$ cat config.mk
export PLATFORM = sky130hd
export DESIGN_NAME = interp_pass_sequencer
export DESIGN_NICKNAME = d
export VERILOG_FILES = /design/src/rtl/interp_pass_sequencer.sv
export SDC_FILE = /design/constraint.sdc
export NUM_CORES = 1
export LEC_CHECK = 0
export BUFFER_PORTS_ARGS = -buffer_cell sky130_fd_sc_hd__buf_2
export CAP_MARGIN = 40
export CORE_MARGIN = 2
export CORE_UTILIZATION = 54
export DETAILED_ROUTE_END_ITERATION = 8
export GPL_ROUTABILITY_DRIVEN = 1
export PLACE_DENSITY = 0.79
export SYNTH_ARGS = -nofsm -noshare
export SYNTH_HDL_FRONTEND = slang
export SYNTH_SLANG_ARGS = --single-unit
$ cat constraint.sdc
create_clock -name clk -period 3.9 [get_ports clk]
set_input_delay 0.195 -clock clk [delete_from_list [all_inputs] [get_ports clk]]
set_output_delay 0.195 -clock clk [all_outputs]
set_load 0.02 [all_outputs]
$ cat src/rtl/interp_pass_sequencer.sv
// Line-command sequencer for the FIR_A/B/C interpolation bank: one horizontal pass, then four vertical passes.
// Optional macro INTERP_SEQ_ABORT_EN adds an abort input that drops the in-flight block.
module interp_pass_sequencer #(
  parameter int NUM_PIXEL = 8,
  parameter int IDX_W     = 4
) (
  input  logic             clk,
  input  logic             reset,
  input  logic             start,
`ifdef INTERP_SEQ_ABORT_EN
  input  logic             abort,
`endif
  output logic             busy,
  output logic             done,
  output logic             cmd_valid,
  input  logic             cmd_ready,
  output logic             cmd_dir,
  output logic [1:0]       cmd_src,
  output logic [IDX_W-1:0] cmd_idx,
  output logic             cmd_last,
  output logic             fb_we,
  output logic             out_we,
  output logic [7:0]       blk_cnt
);

  // state   | meaning
  // S_IDLE  | waiting for start
  // S_HPASS | row commands 0..N+6 from the input buffer, fills A/B/C
  // S_VP_I  | column commands 0..N-1, integer source
  // S_VP_A  | column commands 0..N-1, A buffer source
  // S_VP_B  | column commands 0..N-1, B buffer source
  // S_VP_C  | column commands 0..N-1, C buffer source
  // S_DONE  | one-cycle completion, block counter bumps on exit
  typedef enum logic [2:0] {
    S_IDLE, S_HPASS, S_VP_I, S_VP_A, S_VP_B, S_VP_C, S_DONE
  } state_e;

  localparam logic [IDX_W-1:0] H_LAST = IDX_W'(NUM_PIXEL + 6);
  localparam logic [IDX_W-1:0] V_LAST = IDX_W'(NUM_PIXEL - 1);

  state_e           state_q, state_d;
  logic [IDX_W-1:0] idx_q, idx_d;
  logic [7:0]       blk_cnt_q, blk_cnt_d;
  logic             pass_active, is_hpass, abort_hit, accept;

  always_ff @(posedge clk or negedge reset) begin
    if (!reset) begin
      state_q   <= S_IDLE;
      idx_q     <= '0;
      blk_cnt_q <= '0;
    end else begin
      state_q   <= state_d;
      idx_q     <= idx_d;
      blk_cnt_q <= blk_cnt_d;
    end
  end

  always_comb begin
    state_d   = state_q;
    idx_d     = idx_q;
    blk_cnt_d = blk_cnt_q;
`ifdef INTERP_SEQ_ABORT_EN
    abort_hit = abort && (state_q != S_IDLE);
`else
    abort_hit = 1'b0;
`endif
    is_hpass    = (state_q == S_HPASS);
    pass_active = (state_q == S_HPASS) || (state_q == S_VP_I) || (state_q == S_VP_A) ||
                  (state_q == S_VP_B)  || (state_q == S_VP_C);
    busy      = (state_q != S_IDLE);
    done      = (state_q == S_DONE) && !abort_hit;
    cmd_valid = pass_active && !abort_hit;
    cmd_dir   = pass_active && !is_hpass;
    cmd_idx   = idx_q;
    cmd_last  = pass_active && (idx_q == (is_hpass ? H_LAST : V_LAST));
    accept    = cmd_valid && cmd_ready;
    fb_we     = accept && is_hpass;
    out_we    = accept && !is_hpass;
    blk_cnt   = blk_cnt_q;
    case (state_q)
      S_VP_A:  cmd_src = 2'd1;
      S_VP_B:  cmd_src = 2'd2;
      S_VP_C:  cmd_src = 2'd3;
      default: cmd_src = 2'd0;
    endcase

    case (state_q)
      S_IDLE: begin
        if (start) begin
          state_d = S_HPASS;
          idx_d   = '0;
        end
      end
      S_DONE: begin
        state_d   = S_IDLE;
        blk_cnt_d = blk_cnt_q + 8'd1;
      end
      default: begin
        if (accept) begin
          if (cmd_last) begin
            idx_d = '0;
            case (state_q)
              S_HPASS: state_d = S_VP_I;
              S_VP_I:  state_d = S_VP_A;
              S_VP_A:  state_d = S_VP_B;
              S_VP_B:  state_d = S_VP_C;
              default: state_d = S_DONE;
            endcase
          end else begin
            idx_d = idx_q + 1'b1;
          end
        end
      end
    endcase

    // Abort discards the block outright: no DONE, counter untouched.
    if (abort_hit) begin
      state_d   = S_IDLE;
      idx_d     = '0;
      blk_cnt_d = blk_cnt_q;
    end
  end

endmodule
**After elaboration in Yosys (flattened, before gate mapping)**

Index checks and enable logic that the tools add are counted.

- Register bits after elaboration: 15
- Output and inout port bits: 21

- Equality and inequality tests: 8
- Multiplexer cells: 11
- Bitwise gates (word level): 1
- $add $sub $neg: 2
- Reduce and logical (&&, ||, !) cells: 17

Operators with widths:

| operator | count |
|---|---|
| $mux 4 | 4 |
| $pmux 3 s4 | 1 |
| $eq 3x3->1 const B | 3 |
| $mux 3 | 3 |
| $reduce_bool 3->1 | 3 |
| $add 8x1->8 const B | 1 |
| $pmux 4 s2 | 1 |
| $eq 3x2->1 const B | 2 |
| $pmux 2 s3 | 1 |
| $pmux 3 s2 | 1 |
| $reduce_and 3->1 | 2 |
| $logic_and 1x1->1 | 5 |
| $add 4x1->4 const B | 1 |
| $eq 4x4->1 | 1 |
| $logic_or 1x1->1 | 4 |
| $eq 3x1->1 const B | 1 |
| $logic_not 3->1 | 1 |
| $ne 2x2->1 const B | 1 |
| $reduce_bool 2->1 | 1 |
| $logic_not 1->1 | 1 |
| $not 1->1 | 1 |

**Longest topological paths before layout**

Gate-level depths: netlist of run 1.

- Depth after elaboration: 9
- Mapped depth: 6
- Mapped depth without buffers: 4

**Worst setup path after synthesis of run 1**

OpenSTA, ideal clock, no wires.

- Path type: flip-flop to flip-flop
- Start: reg state_q[1]
- End: reg idx_q[0] (netlist: cmd_idx[0])
- Path slack: 2.298 ns
- Arrival time: 1.523 ns
- Data required time: 3.822 ns
- Clock period less this slack: 1.602 ns
- Stages on the path, launching flop included: 6
- Buffers on the path: 1
- Path through: dfrtp_1 buf_2 or3_1 a21boi_1 nand3_1 o21ai_1

- Cells in the longest elaborated chain, start to end: 9
- Elaborated cells between the ends (all ways): 22

RTL lines:

| item | line | source |
|---|---|---|
| start, declared | 41 | `state_e state_q, state_d;` |
| start signal, assigned | 52 | `state_q <= state_d;` |
| $eq 3x1->1 or $eq 3x2->1 (tied branches) | 68 | `pass_active = (state_q == S_HPASS) \|\| (state_q == S_VP_I) \|\| (state_q == S_VP_A) \|\|` |
| $logic_or 1x1->1 (3 in a row) | 68 |  |
| $logic_or 1x1->1 (*) | 69 | `(state_q == S_VP_B) \|\| (state_q == S_VP_C);` |
| via cmd_valid | 15 | `output logic cmd_valid,` |
| $logic_and 1x1->1 | 75 | `cmd_last = pass_active && (idx_q == (is_hpass ? H_LAST : V_LAST));` |
| $mux 4 | 100 | `if (cmd_last) begin` |
| $mux 4 | 99 | `if (accept) begin` |
| $pmux 4 s2 | 87 | `case (state_q)` |
| end signal, assigned | 53 | `idx_q <= idx_d;` |
| end, declared | 42 | `logic [IDX_W-1:0] idx_q, idx_d;` |

Mark *: on every way through the listed nets, which the timed path passes. The rest lies on a longest branch. The select of a mux whose other input is x is not followed.
A chain may end at the register's enable or synchronous reset.

**Final worst setup path of run 1**

- Start: reg idx_q[0] (netlist: cmd_idx[0])
- End: out cmd_last

- Cells in the longest elaborated chain, start to end: 2

RTL lines:

| item | line | source |
|---|---|---|
| $eq 4x4->1 | 75 |  |
| $logic_and 1x1->1 | 75 |  |
| end, declared | 20 | `output logic cmd_last,` |

Every way passes these cells.

==> impl_metrics.yaml, run 1 <==
global_route:
  grt_usage_pct: 20.77
  grt_pass1_wl_mm: 2.967
  grt_max_degree: 21
  antenna_found_initial: 0
  grt_pass1_vias: 654
  grt.overflow.total: 0
status:
  status: "finished, final reports clean"
pwr:
  clkPwrFrac_pct: 11.6
  p_comb_share_pct: 49.3
  power_mw: 0.7373
  leakagePower_nw: 0.5375
  powerDensity_nw_per_um2: 700.6
  p_sw_mw: 0.3504
  vdd_drop_max_mv: 0.4522
  sw_frac_of_total_pct: 47.53
  internal-power_mw: 0.3869
  seq_power_share_pct: 39.1
timing:
  fin_crit_sh_pct: 53.27
  clock_skew_ps: 5.777
  setup-tns-final_ps: 0
  finalSetupViolCount: 0
  slew_viol_final: 0
  report.final.hold_viol_count: 0
  hold_ws_ps: 261.5
  rsz0062_at_grt: "no"
  worst_pin_slew_ps: 547.7
  fmax_mhz: 481.4
  slew_headroom_pct: 63.49
  min_period_ps: 2077
logic_synthesis:
  synth_ff_type: "dfrtp_1"
  syn-num-nets: 100
  async_reset_ff_share_pct: 100.0
  synth_area_um2: 918.4
  ys_seq_area_share_pct: 40.87
  syn_inst: 94
  synthDistinctLibCells: 39
  yosys_warnings: 0
  synth_edf_count: 0
  synth_seq_cells: 15
  avgSynthCellArea_um2: 9.770
hold_path:
  hp-class: "input pin to register"
  hold_path_depth: 3
worst_setup_path:
  worstSetupPathType: "register to output port"
  slowest_stage: "dfrtp_1"
  cp-start-kind: "register"
  cp-end-kind: "output port"
  cp.depth: 5
  cp.required_ps: 3700
  critPathBufInv: 1
  arrival_ps: 1880
  cp_top_family: "simple AND/OR/NAND/NOR gates"
  critPathMaxStageDelay_ps: 530
  rr_worst_depth: 4
  cp_max_fo: 11
  path_cells: "nor2b_1 > a21oi_1 > o21ai_0 > and3_1 > buf_2"
place:
  gp_congestion: 0.7590
  numPortBuffers: 24
  dp_hpwl_mm: 1.332
drt:
  drt-total-wl_mm: 1.855
  via_count: 777
  wl_per_cell_um: 14.05
  avgViaCountPerCell: 5.886
  drcViolationCount: 0
  drtIter0Drc: 9
  ant_nets: 0
  dr.pass1.iters: 3
die:
  ios: 25
  rows: 14
  die-area_um2: 2047
  initial_utilization_pct: 58.91
  core_um2: 1559
  fp.dieW_um: 45.24
  fp.dieH_um: 45.24
finish:
  finalNetCount: 123
  fill_cells: 140
  multi_input_area_um2: 493.0
  area_growth_pct: 14.58
  diodes: 0
  seq_area_um2: 375.4
  drive_above_1_share_pct: 27.59
clock_network:
  post_cts_resized: 0
  htreeDepth: 1
  clock-sinks: 15
  post_cts_buffers: 0
  root_buffer: "clkbuf_4"
  cts_hold_buffers: 1
  numCtsBuffers: 3
  clock_path_buffers: 2
  path_clk_slew_ps: 70
  cts_tree: "yes"
  worst_skew_pair.late_latency_ps: 290
run:
  cap_violations: 0
[layer usage]
layer  up-vias  routed length, um  GRT usage [%]
li1        392                  -              -
met1       369                912          28.93
met2        12                858          29.14
met3         4                 60          6.000
met4         0                 23          10.59
met5         -                  0              0
[power groups by stage]
stage / Combinational, mW / Clock [mW] / Sequential [mW]
after detailed placement: 0.362 / 0 / 0.289
after global routing: 0.399 / 0.0963 / 0.299
final: 0.363 / 0.0857 / 0.288
after floorplan: 0.306 / 0 / 0.256
after global placement: 0.361 / 0 / 0.287
after CTS: 0.365 / 0.0915 / 0.286
[kinds of logic (layout without fill, tap and decap cells)]
| group | Yosys count | after routing | share of synthesized area, % |
|---|---|---|---|
| simple gates | 39 | 39 | 27.66 |
| compound gates | 20 | 20 | 14.44 |
| flops | 15 | 15 | 40.87 |
| buf+inv | 9 | 31 | 5.450 |
| xor+xnor | 8 | 8 | 7.630 |
| fa+ha+maj | 2 | 2 | 2.724 |
| mux | 1 | 1 | 1.226 |
[path summary, 6_finish.rpt]
kind / end / slack [ps] / from
max reg2reg: blk_cnt[5]$_DFFE_PN0P_ / 2200 / state_q[1]$_DFFE_PN0P_
min reg2reg: blk_cnt[7]$_DFFE_PN0P_ / 470 / blk_cnt[7]$_DFFE_PN0P_
min: cmd_idx[2]$_DFFE_PN0P_ / 260 / cmd_ready
max in group asynchronous: cmd_idx[1]$_DFFE_PN0P_ / 3340 / reset
min in group asynchronous: asynchronous set/reset pin / 320 / reset
max: cmd_last / 1820 / cmd_idx[0]$_DFFE_PN0P_
[sequential cells by signal (all words and copies together) (netlist names), named ones only]
| register | cells |
|---|---|
| cmd_idx | 4 |
| state_q | 2 |
| blk_cnt | 8 |
[cells in the final DEF, fill, tap and decap left out, drive strengths merged, types with 3 or more instances in the layout]
cell and instances:
xnor2 5, clkbuf 4, nor4bb 3, nand3 7, nand2 5, xor2 3
a21oi 3, buf 24, and3 4, o21ai 6, nor2b 3, dfrtp 15
[worst reg2reg max path: stages (launching register included)]
cell     delay (ps)
dfrtp_1         690
and3b_2         380
and4_4          260
nand3_1          90
xnor2_1         190
[synthesized netlist by cell type (all sizes together), types with 2 or more instances]
master	n	area share [%]
a21oi	3	1.6
a31oi	2	1.4
and2	2	1.4
and3	4	2.7
buf	6	4.2
dfrtp	15	41
ha	2	2.7
inv	2	0.82
nand2	5	2.0
nand3	7	3.8
nand3b	2	1.6
nand4	2	1.4
nand4b	2	1.9
nor2	2	0.82
nor2b	3	2.0
nor4b	2	1.9
nor4bb	3	3.3
o21ai	6	3.3
o311ai	2	1.9
xnor2	5	4.8
xor2	3	2.9
[stage by stage]
step | instances | worst slack, ps | cell area [um2] | utilization, %
after floorplan | 94 | 2298 | 918.4 | -
after global placement | 127 | 2173 | 1016 | 65.17
after detailed placement | 127 | 2155 | 1016 | 65.17
after CTS | 132 | 1822 | 1052 | 67.50
after global routing | 132 | 1611 | 1052 | 67.50
final | 132 | 1823 | 1052 | 67.50
[area by class of cell]
type,count,area share [%]
Inverter,2,0.7134
Tap cell,16,1.902
Clock buffer,4,2.497
Sequential cell,15,35.67
Multi-Input combinational cell,70,46.85
Timing Repair Buffer,25,12.37
(Power assumes the default switching activity.)
==> run 2: changes to the inputs <==
--- a/config.mk
+++ b/config.mk
@@ -8,10 +8,10 @@
 export BUFFER_PORTS_ARGS = -buffer_cell sky130_fd_sc_hd__buf_2
 export CAP_MARGIN = 40
 export CORE_MARGIN = 2
-export CORE_UTILIZATION = 54
+export CORE_UTILIZATION = 50
 export DETAILED_ROUTE_END_ITERATION = 8
 export GPL_ROUTABILITY_DRIVEN = 1
-export PLACE_DENSITY = 0.79
+export PLACE_DENSITY = 0.74
 export SYNTH_ARGS = -nofsm -noshare
 export SYNTH_HDL_FRONTEND = slang
 export SYNTH_SLANG_ARGS = --single-unit
==> constraint.sdc (replaced) <==
create_clock -name clk -period 2.17 [get_ports clk]
set_input_delay 0.1085 -clock clk [delete_from_list [all_inputs] [get_ports clk]]
set_output_delay 0.1085 -clock clk [all_outputs]
set_load 0.02 [all_outputs]
==> run 2 against run 1 <==
Effect of this change:
- routed wire length shrank 6.0%
- global-route usage shrank 3.2 points
- utilization shrank 5.8 points
==> impl_metrics.yaml, run 2 (same netlist as run 1, synthesis figures left out) <==
die:
  fp.dieH_um: 46.86
  initial_utilization_pct: 53.19
  fp.dieW_um: 46.86
  ios: 25
  core_um2: 1727
  die-area_um2: 2195
  rows: 15
global_route:
  grt_usage_pct: 17.54
  grt_pass1_vias: 646
  grt.overflow.total: 0
  grt_pass1_wl_mm: 2.753
  grt_max_degree: 21
  antenna_found_initial: 0
timing:
  report.final.hold_viol_count: 0
  clock_skew_ps: 2.459
  finalSetupViolCount: 0
  slew_headroom_pct: 64.27
  fin_crit_sh_pct: 85.58
  worst_pin_slew_ps: 536.0
  min_period_ps: 1857
  slew_viol_final: 0
  setup-tns-final_ps: 0
  rsz0062_at_grt: "no"
  fmax_mhz: 538.5
clock_network:
  post_cts_buffers: 0
  cts_tree: "yes"
  htreeDepth: 1
  clock-sinks: 15
  numCtsBuffers: 3
  clock_path_buffers: 2
  root_buffer: "clkbuf_4"
  worst_skew_pair.late_latency_ps: 280
  path_clk_slew_ps: 80
status:
  status: "finished, final reports clean"
drt:
  ant_nets: 0
  drt-total-wl_mm: 1.744
  wl_per_cell_um: 12.37
  via_count: 795
  drtIter0Drc: 22
  dr.pass1.iters: 4
  avgViaCountPerCell: 5.638
  drcViolationCount: 0
worst_setup_path:
  cp.required_ps: 2060
  worstSetupPathType: "register to output port"
  cp-start-kind: "register"
  arrival_ps: 1750
  cp_max_fo: 20
  cp-end-kind: "output port"
pwr:
  leakagePower_nw: 0.5384
  vdd_drop_max_mv: 0.6059
  powerDensity_nw_per_um2: 1237
finish:
  largest_reg_flops: 8
  drive_above_1_share_pct: 28.45
  final_cell_mix: "buf_2 (24), dfrtp_1 (15), nand3_1 (7), nand2_1 (5), xnor2_1 (5)"
  diodes: 0
  area_growth_pct: 16.08
  final_util_pct: 61.74
  layout_commonest_cell: "buf_2"
  finalNetCount: 123
place:
  gp_congestion: 0.7928
  numPortBuffers: 24
  dp_hpwl_mm: 1.278
run:
  cap_violations: 0
hold_path:
  hp-class: "input pin to register"
[run 2: timing repair]
item                                    in CTS  in global routing
hold buffers                                 1                  0
gates resized for setup                      0                  1
endpoints found under the setup margin       0                  1
hold endpoints to repair                    15                  0
[run 2: layout make-up]
type	instances	area, um2
fill	162	660.6
multi-input combinational	70	495.5
sequential	15	375.4
timing repair buffer	25	130.1
tap	25	31.28
clock buffer	4	26.28
inverter	2	7.507
[run 2: per-stage QoR]
| stage | cells | total power, mW | worst slack [ps] | hold WS [ps] | cell area (um2) |
|---|---|---|---|---|---|
| floorplan | 94 | 1.010 | 568.4 | -187.1 | 918.4 |
| global route | 141 | 1.448 | 52.60 | 168.6 | 1066 |
| detailed placement | 136 | 1.169 | 490.6 | 22.05 | 1027 |
| CTS | 141 | 1.331 | 247.1 | 159.0 | 1064 |
| finish | 141 | 1.319 | 312.9 | 168.4 | 1066 |
| global placement | 136 | 1.165 | 508.3 | 23.58 | 1027 |
[run 2: metal layers]
metal  global-route usage (%)  wire length [um]  vias to the layer above
li1                         -                 -                      392
met1                    24.34               812                      376
met2                    25.48               807                       23
met3                    6.923               106                        4
met4                    5.000                19                        0
met5                        0                 0                        -
[run 2: path summary, 6_finish.rpt]
kind,from,end,slack [ps],depth (start not counted)
worst min-delay path,cmd_ready,cmd_idx[2]$_DFFE_PN0P_,170,3
worst max-delay path,state_q[1]$_DFFE_PN0P_,cmd_last,310,5
worst max register to register,state_q[1]$_DFFE_PN0P_,cmd_idx[0]$_DFFE_PN0P_,470,4
worst min register to register,blk_cnt[7]$_DFFE_PN0P_,blk_cnt[7]$_DFFE_PN0P_,470,1
min in group asynchronous,reset,blk_cnt[6]$_DFFE_PN0P_,250,2
max in group asynchronous,reset,blk_cnt[4]$_DFFE_PN0P_,1690,2
[run 2: critical path, stage by stage, from the launching register on]
cell      delay, ps
dfrtp_1         580
nor4bb_1        360
a21oi_1          60
o21ai_0         150
and3_1          160
buf_2           150
[run 2: power by group]
part / switching, mW / leakage, nW / internal, mW
combinational: 0.368 / 0.329 / 0.287
sequential: 0.173 / 0.194 / 0.339
clock: 0.0801 / 0.0150 / 0.0714
total: 0.621 / 0.538 / 0.698
